==> src/rtl/uart_pkg.sv <==
// rtl/uart_pkg.sv - shared types and helpers for the UART receiver
package uart_pkg;

    typedef enum logic [1:0] {
        IDLE,
        START,
        RECV,
        STOP
    } uart_state_t;

    localparam int DEFAULT_PAYLOAD_BITS = 8;

    function automatic int cycles_per_bit(input int clk_hz, input int bit_rate);
        return clk_hz / bit_rate;
    endfunction

endpackage

==> src/rtl/uart_rx_sync.sv <==
// rtl/uart_rx_sync.sv - two-flop synchroniser for the serial input, resets to idle-high
module uart_rx_sync (
    input  logic clk,
    input  logic resetn,
    input  logic d,
    output logic q
);

    logic meta;

    always_ff @(posedge clk or negedge resetn) begin
        if (!resetn) begin
            meta <= 1'b1;
            q    <= 1'b1;
        end else begin
            meta <= d;
            q    <= meta;
        end
    end

endmodule

==> src/rtl/uart_rx.sv <==
// rtl/uart_rx.sv - 8N1 UART receiver with break detection
module uart_rx
    import uart_pkg::*;
#(
    parameter int BIT_RATE     = 9600,
    parameter int CLK_HZ       = 48000000,
    parameter int PAYLOAD_BITS = DEFAULT_PAYLOAD_BITS,
    parameter int STOP_BITS    = 1
) (
    input  logic                    clk,
    input  logic                    resetn,
    input  logic                    uart_rxd,
    input  logic                    uart_rx_en,
    output logic                    uart_rx_break,
    output logic                    uart_rx_valid,
    output logic [PAYLOAD_BITS-1:0] uart_rx_data
);

    localparam int CYCLES_PER_BIT = cycles_per_bit(CLK_HZ, BIT_RATE);
    localparam int CW = ($clog2(CYCLES_PER_BIT) < 1) ? 1 : $clog2(CYCLES_PER_BIT);
    localparam int BW = $clog2(PAYLOAD_BITS + STOP_BITS + 1);

    localparam logic [CW-1:0] CYC_LAST = CW'(CYCLES_PER_BIT - 1);
    localparam logic [CW-1:0] CYC_HALF = CW'(CYCLES_PER_BIT / 2 - 1);
    localparam logic [BW-1:0] BIT_LAST = BW'(PAYLOAD_BITS - 1);
    localparam logic [BW-1:0] STOP_LAST = BW'(STOP_BITS - 1);

    logic                    rxd_s;
    uart_state_t             state, state_nxt;
    logic [CW-1:0]           cyc, cyc_nxt;
    logic [BW-1:0]           bit_cnt, bit_nxt;
    logic [PAYLOAD_BITS-1:0] shift, shift_nxt;
    logic                    deliver;
    logic                    brk;

    uart_rx_sync u_sync (
        .clk    (clk),
        .resetn (resetn),
        .d      (uart_rxd),
        .q      (rxd_s)
    );

    always_ff @(posedge clk or negedge resetn) begin
        if (!resetn) begin
            state         <= IDLE;
            cyc           <= '0;
            bit_cnt       <= '0;
            shift         <= '0;
            uart_rx_valid <= 1'b0;
            uart_rx_break <= 1'b0;
            uart_rx_data  <= '0;
        end else begin
            state         <= state_nxt;
            cyc           <= cyc_nxt;
            bit_cnt       <= bit_nxt;
            shift         <= shift_nxt;
            uart_rx_valid <= deliver;
            uart_rx_break <= brk;
            if (deliver) begin
                uart_rx_data <= shift;
            end
        end
    end

    always_comb begin
        state_nxt = state;
        cyc_nxt   = cyc + 1'b1;
        bit_nxt   = bit_cnt;
        shift_nxt = shift;
        deliver   = 1'b0;
        brk       = 1'b0;

        if (!uart_rx_en) begin
            state_nxt = IDLE;
            cyc_nxt   = '0;
            bit_nxt   = '0;
        end else begin
            case (state)
                IDLE: begin
                    cyc_nxt = '0;
                    bit_nxt = '0;
                    if (!rxd_s) begin
                        state_nxt = START;
                    end
                end
                // Half a bit in: a line that has gone high again was only a glitch.
                START: begin
                    if (cyc == CYC_HALF) begin
                        cyc_nxt   = '0;
                        state_nxt = rxd_s ? IDLE : RECV;
                    end
                end
                RECV: begin
                    if (cyc == CYC_LAST) begin
                        cyc_nxt   = '0;
                        shift_nxt = {rxd_s, shift[PAYLOAD_BITS-1:1]};
                        if (bit_cnt == BIT_LAST) begin
                            bit_nxt   = '0;
                            state_nxt = STOP;
                        end else begin
                            bit_nxt = bit_cnt + 1'b1;
                        end
                    end
                end
                // The byte is delivered even with a low stop bit; only an all-zero frame is a break.
                STOP: begin
                    if (cyc == CYC_LAST) begin
                        cyc_nxt = '0;
                        if (bit_cnt == STOP_LAST) begin
                            bit_nxt   = '0;
                            state_nxt = IDLE;
                            deliver   = 1'b1;
                            brk       = (shift == '0) && !rxd_s;
                        end else begin
                            bit_nxt = bit_cnt + 1'b1;
                        end
                    end
                end
                default: begin
                    state_nxt = IDLE;
                end
            endcase
        end
    end

endmodule

==> config.mk <==
export PLATFORM = sky130hd
export DESIGN_NAME = uart_rx
export DESIGN_NICKNAME = d
export VERILOG_FILES = /design/src/rtl/uart_pkg.sv /design/src/rtl/uart_rx_sync.sv /design/src/rtl/uart_rx.sv
export SDC_FILE = /design/constraint.sdc
export NUM_CORES = 1
export LEC_CHECK = 0
export CORE_MARGIN = 8
export CORE_UTILIZATION = 45
export CTS_CLUSTER_SIZE = 25
export DETAILED_ROUTE_END_ITERATION = 10
export GPL_ROUTABILITY_DRIVEN = 0
export PLACE_DENSITY = 0.7
export SLEW_MARGIN = 15
export SYNTH_ARGS = -nofsm -noshare
export SYNTH_HDL_FRONTEND = slang
export SYNTH_SLANG_ARGS = --single-unit
==> constraint.sdc <==
create_clock -name clk -period 2.7 [get_ports clk]
set_clock_uncertainty 0.05 [all_clocks]
set_input_delay 0.81 -clock clk [delete_from_list [all_inputs] [get_ports clk]]
set_output_delay 0.81 -clock clk [all_outputs]
set_load 0.1 [all_outputs]
==> results of run 1 <==
## logic make-up (layout without fill, tap and decap cells)
kind of cell / count (synthesis) / in the layout / synth area share [%]
simple gates: 65 / 65 / 19.7
flops: 39 / 39 / 52.3
compound gates: 22 / 22 / 7.56
mux: 16 / 16 / 9.63
buf+inv: 15 / 31 / 3.61
xor+xnor: 11 / 11 / 5.15
fa+ha+maj: 3 / 3 / 2.01
## registers in the layout (all words and copies together) (netlist names)
signal	cells
bit_cnt	4
cyc	13
shift	8
state	2
u_sync.meta	1
u_sync.q	1
uart_rx_break	1
uart_rx_data	8
uart_rx_valid	1
## per-stage QoR
step	area (sq um)	setup slack (ns)
after floorplan	1870	0.246
final	2110	0.153
after detailed placement	2020	0.163
after global placement	2020	0.231
after CTS	2110	0.139
after global routing	2110	0.0547
## worst max-delay path by stage
| stage | slack [ns] | depth (start not counted) | to |
|---|---|---|---|
| 5_1_grt | 0.05 | 4 | shift[6] |
| 3_5_place_dp | 0.16 | 4 | shift[1] |
| 3_3_place_gp | 0.23 | 4 | shift[5] |
| 2_1_floorplan | 0.25 | 5 | shift[0] |
| 6_report | 0.15 | 4 | shift[6] |
| 4_1_cts | 0.14 | 4 | shift[6] |
## worst reg2reg max path: cells and delay by family (launching register included)
family | cells | cell delay, ns
flops | 1 | 0.41
mux | 1 | 0.39
simple gates | 3 | 1.57
## routing by layer
| metal | wire length [um] | vias to the layer above | global-route usage, % | share of wire [%] |
|---|---|---|---|---|
| li1 | - | 640 | - | - |
| met1 | 1610 | 659 | 14.1 | 44 |
| met2 | 1860 | 32 | 18.9 | 51 |
| met3 | 129 | 9 | 3.68 | 3.5 |
| met4 | 53 | 0 | 5.82 | 1.5 |
| met5 | 0 | - | 0 | 0 |
## area by class of cell
class	count	area share (%)
flip-flops and latches	39	46.4
multi-input cells	117	39.1
repair buffers	17	6.18
clock buffers	5	3.27
well taps	50	2.97
inverters	6	1.07
clock inverters	3	0.950
## layout by cell type (no fill, tap or decap), types with 4 or more instances in the layout
master,Yosys,routed
buf_4,1,14
o21ai_0,7,7
a21oi_1,5,5
mux2_2,16,16
dfrtp_1,37,37
clkbuf_8,0,5
nor4_1,4,4
xnor2_1,7,7
nor2_1,13,13
xor2_1,4,4
nand3_1,8,8
inv_1,6,6
nand2_1,10,10
nor3_1,5,5
## where the power goes
| group | internal (mW) | switching [mW] | total [mW] | leakage (nW) |
|---|---|---|---|---|
| Combinational | 0.0111 | 0.0228 | 0.0339 | 0.357 |
| Sequential | 0.589 | 0.00583 | 0.594 | 0.536 |
| Clock | 0.179 | 0.205 | 0.385 | 0.0402 |
==> run summary, run 1 <==
Pwr dens: 481 nW/um^2
Worst hold endpoint: u_sync.q
Worst reg2reg setup slack: 0.15 ns
Die Y: 80.5 um
Total power draw: 1.01 mW
Worst hold start: u_sync.meta
Fin cells: 237
WL final: 3.65 mm
Initial antenna violation count: 0
Startpoint Class: flop
Drt wl/cell: 15.4 um
Crit share post-route: 94.3%
Filler cells: 367
Clock network latency to the later pin of the worst-skew pair: 0.30 ns
Post-synthesis sequential area ratio: 52.3%
Drt drc: 0
CP Class: flop to flop
Reg-to-Reg Start: cyc[10]
Fin. Hold Viols: 0
Clock root buffer: clkbuf_8
Ordered cell list for the critical path: or4_1, or4_1, nor3_4, mux2_2
GRT Util Overall: 11.9%
Multi-input logic area: 825 sq um
Core ar.: 4000 sq um
Postcts setup bufs: 0
Fraction of layout cells with a size suffix above 1: 23.5%
CTS tree: done
Crit end category: flop
Routed vias/inst: 5.65
Most used DFF post-synth: dfrtp_1
Hold_ws: 0.296 ns
Largest net degree at the start of global routing: 40
Synth top area share: 49.5%
WP data required: 2.83 ns
#FFs+latches synth: 39
Port Buf Inserts: 13
Leak: 0.933 nW
Detailed Place HPWL: 2.54 mm
Starting DRT DRC Count: 78
Gr ovfl total: 0
Crit. Startpoint: cyc[10]
Synth top area cells: dfrtp_1 (49%), mux2_2 (9.6%), xnor2_1 (3.3%)
H-tree levels: 2
Count leader, synth: dfrtp_1
Hold-fix buffers, CTS: 0
Worst hold stages: 0
Resize count post-CTS: 0
DP Cell Count: 229
Die Wd: 80.5 um
CTS clock-pin slew for the worst setup and hold paths: 0.08 ns
Top cells by count, synth: dfrtp_1 (37), mux2_2 (16), nor2_1 (13), nand2_1 (10), nand3_1 (8)
Slowest cell on the critical path: or4_1
Clock sinks: 39
Synth-to-Final Area Change: 12.6%
Vias in the first global route: 1273
# setup viols final: 0
Syn nets: 178
Total iterations of the first detailed-routing run: 5
Buffers & Inverters on Critical Path: 0
RSZ-0062 raised after global routing: false
Synth Instances: 171
Crit Reg-Reg Endpoint: shift[6]
DRT antenna net count: 0
Yosys cell types: 39
Fmax: 393 MHz
Worst VDD drop: 0.336 mV
Worst-margin pin slew: 0.851 ns
Fin Setup TNS: 0 ns
Nets: 193
Syn Area/Cell: 10.9 sq um
CP max stage delay: 0.60 ns
Status: finished, final reports clean
Worst Path Max Fanout: 8
Post-layout util: 52.7%
FP Rows: 23
Family with the most delay on the worst path: simple AND/OR/NAND/NOR gates
Worst rel slew slack: 43.2%
Share of synthesized flip-flops with an asynchronous set or reset: 100%
EDFF count, synth: 0
Largest area contributor in the netlist: dfrtp_1
Full die area: 6480 sq um
Reg area: 978 sq um
Worst reg2reg path depth: 4
Fin crit period: 2.55 ns
Cell mode on critical path: or4_1
Arrival @ worst endpoint: 2.67 ns
Worst min-delay path category: flop to flop
Max Slew Vio Count: 0
First-pass GRT wire length: 6.03 mm
Synth warn: 0
Initial Util: 46.8%
N_diodes: 0
CTS max path bufs: 2
Post-synthesis cell area: 1870 sq um
Io pins: 14
MaxCap Viol Count: 0
Vias: 1340
Clock buffer count from CTS: 5
(Power assumes the default switching activity.)
==> run 2: changes to the inputs <==
CORE_ASPECT_RATIO = 0.9   (was default)
==> run 2 against run 1 <==
Effect of this change: power is 11% higher; fmax up 0.87%; register-to-register slack improved by 0.02 ns; cell count is 0.84% lower; final area up 1.2%; critical path type unchanged; critical endpoint unchanged; largest power group unchanged; highest routed layer unchanged.
==> run summary, run 2 (synthesized netlist as in run 1, its figures left out) <==
# setup viols final: 0
P_int: 0.899 mW
CTS tree: done
Detailed Place HPWL: 2.61 mm
Fin Setup TNS: 0 ns
Crit end category: flop
Initial Util: 46.2%
Status: finished, final reports clean
Max FFs per register: 13
Clock buffer count from CTS: 5
Final instance area: 2130 sq um
Synth-to-Final Area Change: 14.0%
Worst hold stages: 0
Drt drc: 0
Worst reg2reg path depth: 4
Core ar.: 4050 sq um
Io pins: 14
Fraction of layout cells with a size suffix above 1: 23.5%
Sw frac: 20.1%
Clock sinks: 39
Place WS: 0.172 ns
WP data required: 2.83 ns
Total iterations of the first detailed-routing run: 4
Worst VDD drop: 0.277 mV
MaxCap Viol Count: 0
GRT Util Overall: 11.9%
Cell Area, Placed: 2020 sq um
CTS clock-pin slew for the worst setup and hold paths: 0.07 ns
Hold-fix buffers, CTS: 0
RSZ-0062 raised after global routing: false
Fin. Hold Viols: 0
Post-layout util: 52.7%
Clock network latency to the later pin of the worst-skew pair: 0.29 ns
Gr ovfl total: 0
CTS max path bufs: 2
Final worst slack: 0.175 ns
First-pass GRT wire length: 6.42 mm
Top Registers: cyc: 13 flops, shift: 8 flops, uart_rx_data: 8 flops
WL final: 3.64 mm
Worst Path Max Fanout: 8
CP Class: flop to flop
Fin crit period: 2.52 ns
Worst-margin pin slew: 0.858 ns
H-tree levels: 2
Most flops, register: cyc
Gate power share: 3.1%
Most frequent cells in the layout: dfrtp_1 (37), mux2_2 (16), buf_4 (14)
Fmax: 396 MHz
Flop pwr share: 52.8%
Starting DRT DRC Count: 83
Arrival @ worst endpoint: 2.66 ns
Full die area: 6480 sq um
Hold_ws: 0.307 ns
Worst rel slew slack: 42.8%
Largest net degree at the start of global routing: 40
Drt wl/cell: 15.5 um
Die Y: 77.2 um
Die Wd: 84.0 um
Psw: 0.227 mW
Leak: 0.954 nW
Routed vias/inst: 5.69
Vias: 1337
Startpoint Class: flop
Max Slew Vio Count: 0
Postcts setup bufs: 0
FP Rows: 22
Commonest non-fill, non-tap cell in the layout: dfrtp_1
Resize count post-CTS: 0
DRT antenna net count: 0
Vias in the first global route: 1364
Worst min-delay path category: flop to flop
N_diodes: 0
Crit share post-route: 93.5%
Clock root buffer: clkbuf_8
Clk pwr share: 44.1%
Pwr dens: 527 nW/um^2
Initial antenna violation count: 0
Nets: 193
Port Buf Inserts: 13
-- run 2: metal layers --
metal | up-vias | GRT usage (%) | share of wire, %
met5 | - | 0 | 0
met4 | 0 | 4.14 | 1.2
met3 | 4 | 4.33 | 3.8
met2 | 26 | 18.8 | 48
met1 | 662 | 14.5 | 47
li1 | 645 | - | -
-- run 2: power by group through the flow --
stage,clock [mW],combinational [mW],sequential (mW)
finish,0.496,0.0344,0.594
global route,0.535,0.0394,0.595
CTS,0.514,0.0351,0.594
detailed placement,0,0.0350,0.605
global placement,0,0.0338,0.605
floorplan,0,0.0168,0.602
-- run 2: cell type report --
| cell class | instances | area (sq um) |
|---|---|---|
| sequential | 39 | 978 |
| multi-input combinational | 117 | 825 |
| clock buffer | 6 | 82.6 |
| clock inverter | 2 | 35.0 |
| tap | 48 | 60.1 |
| timing repair buffer | 17 | 130 |
| inverter | 6 | 22.5 |
| fill | 372 | 1910 |
-- run 2: through the flow --
step / std cells / power [mW]
global route: 235 / 1.17
finish: 235 / 1.13
global placement: 227 / 0.639
CTS: 235 / 1.14
floorplan: 171 / 0.619
detailed placement: 227 / 0.640
-- run 2: path summary, 6_finish.rpt --
path / startpoint / to / slack (ns)
worst max-delay path: cyc[10] / shift[6] / 0.18
worst min-delay path: u_sync.meta / u_sync.q / 0.31
worst max register to register: cyc[10] / shift[6] / 0.18
worst min register to register: u_sync.meta / u_sync.q / 0.31
max in group asynchronous: resetn / uart_rx_data[2] / 1.49
min in group asynchronous: resetn / cyc[6] / 0.58
-- run 2: worst max-delay path, stage by stage, from the launching register on --
cell and delay, ns:
dfrtp_1 0.41, or4_1 0.57, or4_1 0.60, nor3_4 0.39
mux2_2 0.39
